File: config.mk
export PLATFORM = sky130hd
export DESIGN_NAME = id_stage
export DESIGN_NICKNAME = d
export VERILOG_FILES = /design/src/rtl/id_stage.sv
export SDC_FILE = /design/constraint.sdc
export NUM_CORES = 2
export LEC_CHECK = 0
export CORE_MARGIN = 1
export CORE_UTILIZATION = 45
export CTS_BUF_LIST = sky130_fd_sc_hd__clkbuf_8
export DETAILED_ROUTE_END_ITERATION = 8
export HOLD_SLACK_MARGIN = 0.05
export PLACE_DENSITY = 0.6
export SLEW_MARGIN = 20
export SYNTH_ARGS = -nofsm -noshare
export SYNTH_HDL_FRONTEND = slang
export SYNTH_SLANG_ARGS = --single-unit
File: constraint.sdc
create_clock -name clk -period 107 [get_ports clk]
set_input_delay 10.7 -clock clk [delete_from_list [all_inputs] [get_ports clk]]
set_output_delay 10.7 -clock clk [all_outputs]
set_load 0.01 [all_outputs]
File: src/rtl/id_stage.sv
// id_stage: RV32I decode/operand stage feeding the ALU.
// Owns the 32-entry register file, captures operands on accept and holds
// them in a single pipeline register behind a valid/ready handshake.
// Optional feature macro: RUA_BYPASS_EN (write-through of a same-edge
// writeback into the captured operands). Default build reads the
// pre-write register value.
module id_stage #(
    parameter int XLEN      = 32,
    parameter int REG_COUNT = 32
) (
    input  logic            clk,
    input  logic            rst,
    input  logic            in_valid,
    output logic            in_ready,
    input  logic [31:0]     instr,
    input  logic            wb_en,
    input  logic [4:0]      wb_addr,
    input  logic [XLEN-1:0] wb_data,
    input  logic            flush,
    output logic            out_valid,
    input  logic            out_ready,
    output logic [XLEN-1:0] rs1,
    output logic [XLEN-1:0] rs2,
    output logic [6:0]      opcode,
    output logic [2:0]      funct3,
    output logic [6:0]      funct7,
    output logic [4:0]      rd_addr
);

    localparam logic [6:0] OPC_OP_IMM = 7'b0010011;
    localparam logic [6:0] OPC_LOAD   = 7'b0000011;

    logic [XLEN-1:0] r_regs [REG_COUNT];

    logic            r_valid;
    logic [XLEN-1:0] r_rs1;
    logic [XLEN-1:0] r_rs2;
    logic [6:0]      r_opcode;
    logic [2:0]      r_funct3;
    logic [6:0]      r_funct7;
    logic [4:0]      r_rd_addr;

    logic            w_accept;
    logic            w_wb_live;
    logic [4:0]      w_rs1_idx;
    logic [4:0]      w_rs2_idx;
    logic [XLEN-1:0] w_rs1_val;
    logic [XLEN-1:0] w_rs2_reg;
    logic [XLEN-1:0] w_imm;
    logic [XLEN-1:0] w_rs2_val;
    logic            w_use_imm;

    // Upstream may hand over a new instruction whenever the slot is empty
    // or is being drained this cycle; flush deliberately does not gate it.
    assign in_ready  = !r_valid || out_ready;
    assign w_accept  = in_valid && in_ready;
    assign w_wb_live = wb_en && (wb_addr != 5'd0);

    assign w_rs1_idx = instr[19:15];
    assign w_rs2_idx = instr[24:20];
    assign w_imm     = {{(XLEN-12){instr[31]}}, instr[31:20]};
    assign w_use_imm = (instr[6:0] == OPC_OP_IMM) || (instr[6:0] == OPC_LOAD);

    // Register file read with x0 hardwired to zero and optional write-through.
    always_comb begin
        w_rs1_val = (w_rs1_idx == 5'd0) ? '0 : r_regs[w_rs1_idx];
        w_rs2_reg = (w_rs2_idx == 5'd0) ? '0 : r_regs[w_rs2_idx];
`ifdef RUA_BYPASS_EN
        if (w_wb_live && (wb_addr == w_rs1_idx)) begin
            w_rs1_val = wb_data;
        end
        if (w_wb_live && (wb_addr == w_rs2_idx)) begin
            w_rs2_reg = wb_data;
        end
`endif
        w_rs2_val = w_use_imm ? w_imm : w_rs2_reg;
    end

    // Register file write port; writes to x0 are discarded.
    always_ff @(posedge clk or posedge rst) begin
        if (rst) begin
            for (int i = 0; i < REG_COUNT; i++) begin
                r_regs[i] <= '0;
            end
        end else if (w_wb_live) begin
            r_regs[wb_addr] <= wb_data;
        end
    end

    // Output valid: flush beats accept, accept beats drain, otherwise hold.
    always_ff @(posedge clk or posedge rst) begin
        if (rst) begin
            r_valid <= 1'b0;
        end else if (flush) begin
            r_valid <= 1'b0;
        end else if (w_accept) begin
            r_valid <= 1'b1;
        end else if (out_ready) begin
            r_valid <= 1'b0;
        end
    end

    // Pipeline register: load decoded fields on a surviving accept, else hold.
    always_ff @(posedge clk or posedge rst) begin
        if (rst) begin
            r_rs1     <= '0;
            r_rs2     <= '0;
            r_opcode  <= '0;
            r_funct3  <= '0;
            r_funct7  <= '0;
            r_rd_addr <= '0;
        end else if (w_accept && !flush) begin
            r_rs1     <= w_rs1_val;
            r_rs2     <= w_rs2_val;
            r_opcode  <= instr[6:0];
            r_funct3  <= instr[14:12];
            r_funct7  <= instr[31:25];
            r_rd_addr <= instr[11:7];
        end
    end

    assign out_valid = r_valid;
    assign rs1       = r_rs1;
    assign rs2       = r_rs2;
    assign opcode    = r_opcode;
    assign funct3    = r_funct3;
    assign funct7    = r_funct7;
    assign rd_addr   = r_rd_addr;

endmodule
Word level (Yosys, flattened, before mapping)
Index checks and enable logic that the tools add are counted.
{"block": "totals", "regBits": 1111, "latch_bits": 0, "ram_bits": 0, "romBits": 0, "input_bits": 75, "out_inout_bits": 88, "elab_cells": 75, "memories": 0}
{"block": "classes", "add_sub_neg": 0, "mul": 0, "n_div": 0, "magnitude_cmp": 4, "n_eq_ne": 2, "shift": 0, "mux": 15, "bitwise_logic": 3, "reduce_logical": 12}
{"op": "$bwmux W1024", "count": 1}
{"op": "$bmux W32 S5", "count": 2}
{"op": "$mux W32", "count": 8}
{"op": "$demux W32 S5", "count": 1}
{"op": "$ge A6 B6 Y1 const B", "count": 3}
{"op": "$not A5 Y6", "count": 3}
{"op": "$logic_not A5 Y1", "count": 2}
{"op": "$eq A7 B2 Y1 const B", "count": 1}
{"op": "$eq A7 B5 Y1 const B", "count": 1}
{"op": "$lt A6 B1 Y1 const B", "count": 1}
{"op": "$reduce_bool A5 Y1", "count": 1}
{"op": "$logic_and A1 B1 Y1", "count": 4}
{"op": "$mux W1", "count": 3}
{"op": "$reduce_bool A3 Y1", "count": 1}
{"op": "$logic_not A1 Y1", "count": 2}
{"op": "$logic_or A1 B1 Y1", "count": 2}

Depth between registers and ports, before layout
{"block": "logic_depth", "depth_word": 6, "ltp_mapped": 9, "ltp_nobuf": 5}

Worst setup path before layout
No wires, ideal clock.
{"block": "synth_path", "kind": "input-to-output", "start": "input port out_ready", "end": "output port in_ready", "t_arrival_ns": 11.101, "slack_ns": 85.199, "stages": 3, "cell_sequence": "nor2b_1 > clkbuf_1 > inv_1"}
{"block": "synth_via", "elab_chain_cells": 1}
{"element": "from (decl)", "line": "21", "rtl": "input logic out_ready,"}
{"element": "$logic_or A1 B1 Y1", "line": "55", "rtl": "assign in_ready = !r_valid || out_ready;"}
{"element": "to (decl)", "line": "14", "rtl": "output logic in_ready,"}
No other way between the ends.

Worst setup path in the final report
Ends and elaborated chain as after synthesis.

==> flow_metrics.tcl <==
set metrics [dict create \
    end_kind "output pin" \
    drc 0 \
    antenna_found_initial 11 \
    cts_tree "yes" \
    synthDistinctLibCells 54 \
    die-height_um 362 \
    start_util_pct 45.5 \
    clock_latency_ps 910 \
    num_vias 38464 \
    yosysTopAreaCell "dfrtp_1" \
    clockRootBuffer "clkbuf_8" \
    cts_made_buffers 194 \
    cp-start-kind "input port" \
    n_fill_cell 11059 \
    ys.flop_type "dfrtp_1" \
    critPathMaxFanout 6 \
    yosys_warnings 0 \
    grt_max_degree 145 \
    coreArea_mm2 0.128 \
    hold_path_class "reg -> reg" \
    ant_nets 0 \
    wl_mm 189 \
    syn-num-nets 4187 \
    worst_pin_slew_ps 1160 \
    area_delta_synth_final_pct 10.8 \
    die-area_mm2 0.131 \
    whs_ps 387 \
    grt-ovfl-total 0 \
    p_leak_nw 28.1 \
    worst-endpoint-required_ps 96300 \
    dp_hpwl_mm 102 \
    grt_usage_pct 29.2 \
    final_max_slew_viol_count 0 \
    outcome "finished clean" \
    syn_inst 4112 \
    setup-violations-final 0 \
    dr.pass1.iters 5 \
    fin_skew_ps 32.5 \
    postSynth.asyncResetShare_pct 100 \
    reg2reg_depth 6 \
    rsz0062_at_grt "no" \
    syn-cell-area_mm2 0.0582 \
    worstSetupPathType "in -> out" \
    cap_viol_max_count 0 \
    post_cts.repair.setup_buffers 0 \
    ys_seq_area_share_pct 47.8 \
    io_pins 163 \
    gp_routability_congestion 0.783 \
    h-tree-depth 4 \
    synth_edf_count 0 \
    die_w_um 362 \
    grt_pass1_wl_mm 279 \
    fin_tns_setup_ps 0 \
    relSlewSlack_pct 22.6 \
    period_needed_ps 23000 \
    layout_commonest_cell "dfrtp_1" \
    hold_viol 0 \
    max_freq_mhz 43.5 \
    cts_hold_buffers 0 \
    port_buffers 162 \
    drive_gt1_share_pct 43.7 \
    synth.avg_cell_area_um2 14.1 \
    holdPathStages 0 \
    wl_per_cell_um 32.0 \
    clockBufferDepth 3 \
    std_cell_rows 131 \
    cts_resized 0 \
    cts.reportedPaths.clkPinSlew_ps 60 \
    finalNetCount 4174 \
    grt_pass1_vias 39289 \
    p_per_area_mw_per_mm2 18.5 \
    final_cell_mix "1111 x dfrtp_1, 1002 x mux2_2, 384 x mux4_2" \
    routed_via_density 6.51 \
    vdd_drop_max_v 0.0000161 \
    clock_sinks 1111 \
    first_iter_violations 3654 \
    synth_area_leaders "dfrtp_1 48%, mux2_2 19%, mux4_2 15%" \
    cp.arrival_ps 12300 \
    synth_top_area_share_pct 47.8 \
    finalCritPeriodShare_pct 21.5 \
    synth_seq_cells 1111 \
]
## cell usage after synthesis, types with 5 or more instances
master	number
mux2i_1	305
a21oi_1	61
and2_1	9
a21o_1	6
nor2_1	35
nand4_1	43
nor4_1	6
buf_4	51
buf_6	20
nor3b_1	5
nand2_1	242
o22a_1	20
o21ai_0	96
nand3b_1	5
nor3_1	9
clkbuf_1	205
mux4_2	384
buf_2	116
nand3_1	8
a22oi_1	31
o221a_2	31
buf_1	60
o22ai_1	11
o221ai_1	124
dfrtp_1	1111
a22o_1	33
a211oi_1	10
o211ai_1	27
mux2_2	1002
## power by group
group          switching [mW]  internal [mW]
Sequential             0.0586          0.499
Clock                   0.182          0.211
Combinational          0.0991          0.140
Total                   0.339          0.850
## layer usage
| metal | track usage (%) | routed length, um | up-vias |
|---|---|---|---|
| met5 | 0 | 54 | - |
| met4 | 8.03 | 4390 | 8 |
| met3 | 5.68 | 13400 | 315 |
| met2 | 44.1 | 85500 | 1435 |
| met1 | 42.9 | 85500 | 20957 |
| li1 | - | - | 15749 |
## per-stage QoR
step                      setup slack (ps)  utilization (%)  instance area, um^2  total power [mW]  instances
after floorplan                      65020                -                58200             0.730       4112
after global placement               83900             47.4                60600             0.793       5564
after detailed placement             83960             47.4                60600             0.802       5564
after CTS                            83960             50.5                64500              1.20       5906
after global routing                 83890             50.4                64400              1.24       5908
final                                84000             50.4                64400              1.19       5908
## state kept, by name, summed over array words and instances, names as in the netlist
register	flops
funct3	3
rs1	32
rd_addr	5
r_regs	1024
opcode	7
rs2	32
funct7	7
out_valid	1
## worst max-delay path: stages
cell and delay, ps:
clkdlybuf4s50_1 410, nor2b_1 580, inv_1 100, clkdlybuf4s50_1 500
## final timing paths
check | endpoint | from | slack [ps]
setup / recovery | in_ready | out_ready | 84000
hold / removal | r_regs[996] | r_regs[996] | 390
setup reg to reg | rs1[3] | out_valid | 103690
hold reg to reg | r_regs[996] | r_regs[996] | 390
max in group asynchronous | r_regs[239] | rst | 92820
min in group asynchronous | r_regs[544] | rst | 10380
## kinds of logic after synthesis
kind of cell / share of synthesized area (%)
muxes: 39.5
DFF: 47.8
AOI/OAI and AO/OA: 5.94
buffers and inverters: 3.79
and+or+nand+nor: 2.96
## layout make-up
cell class | count | area (um^2) | share of cell area [%]
inverter | 6 | 35.0 | 0.0544
multi-input combinational | 2543 | 28400 | 44.1
tap | 1662 | 2080 | 3.23
sequential | 1111 | 27800 | 43.1
antenna | 1 | 2.50 | 0.00388
clock buffer | 255 | 3510 | 5.45
clock inverter | 87 | 375 | 0.582
timing repair buffer | 243 | 2240 | 3.47
Note: power is estimated with default switching activity, not from simulation.
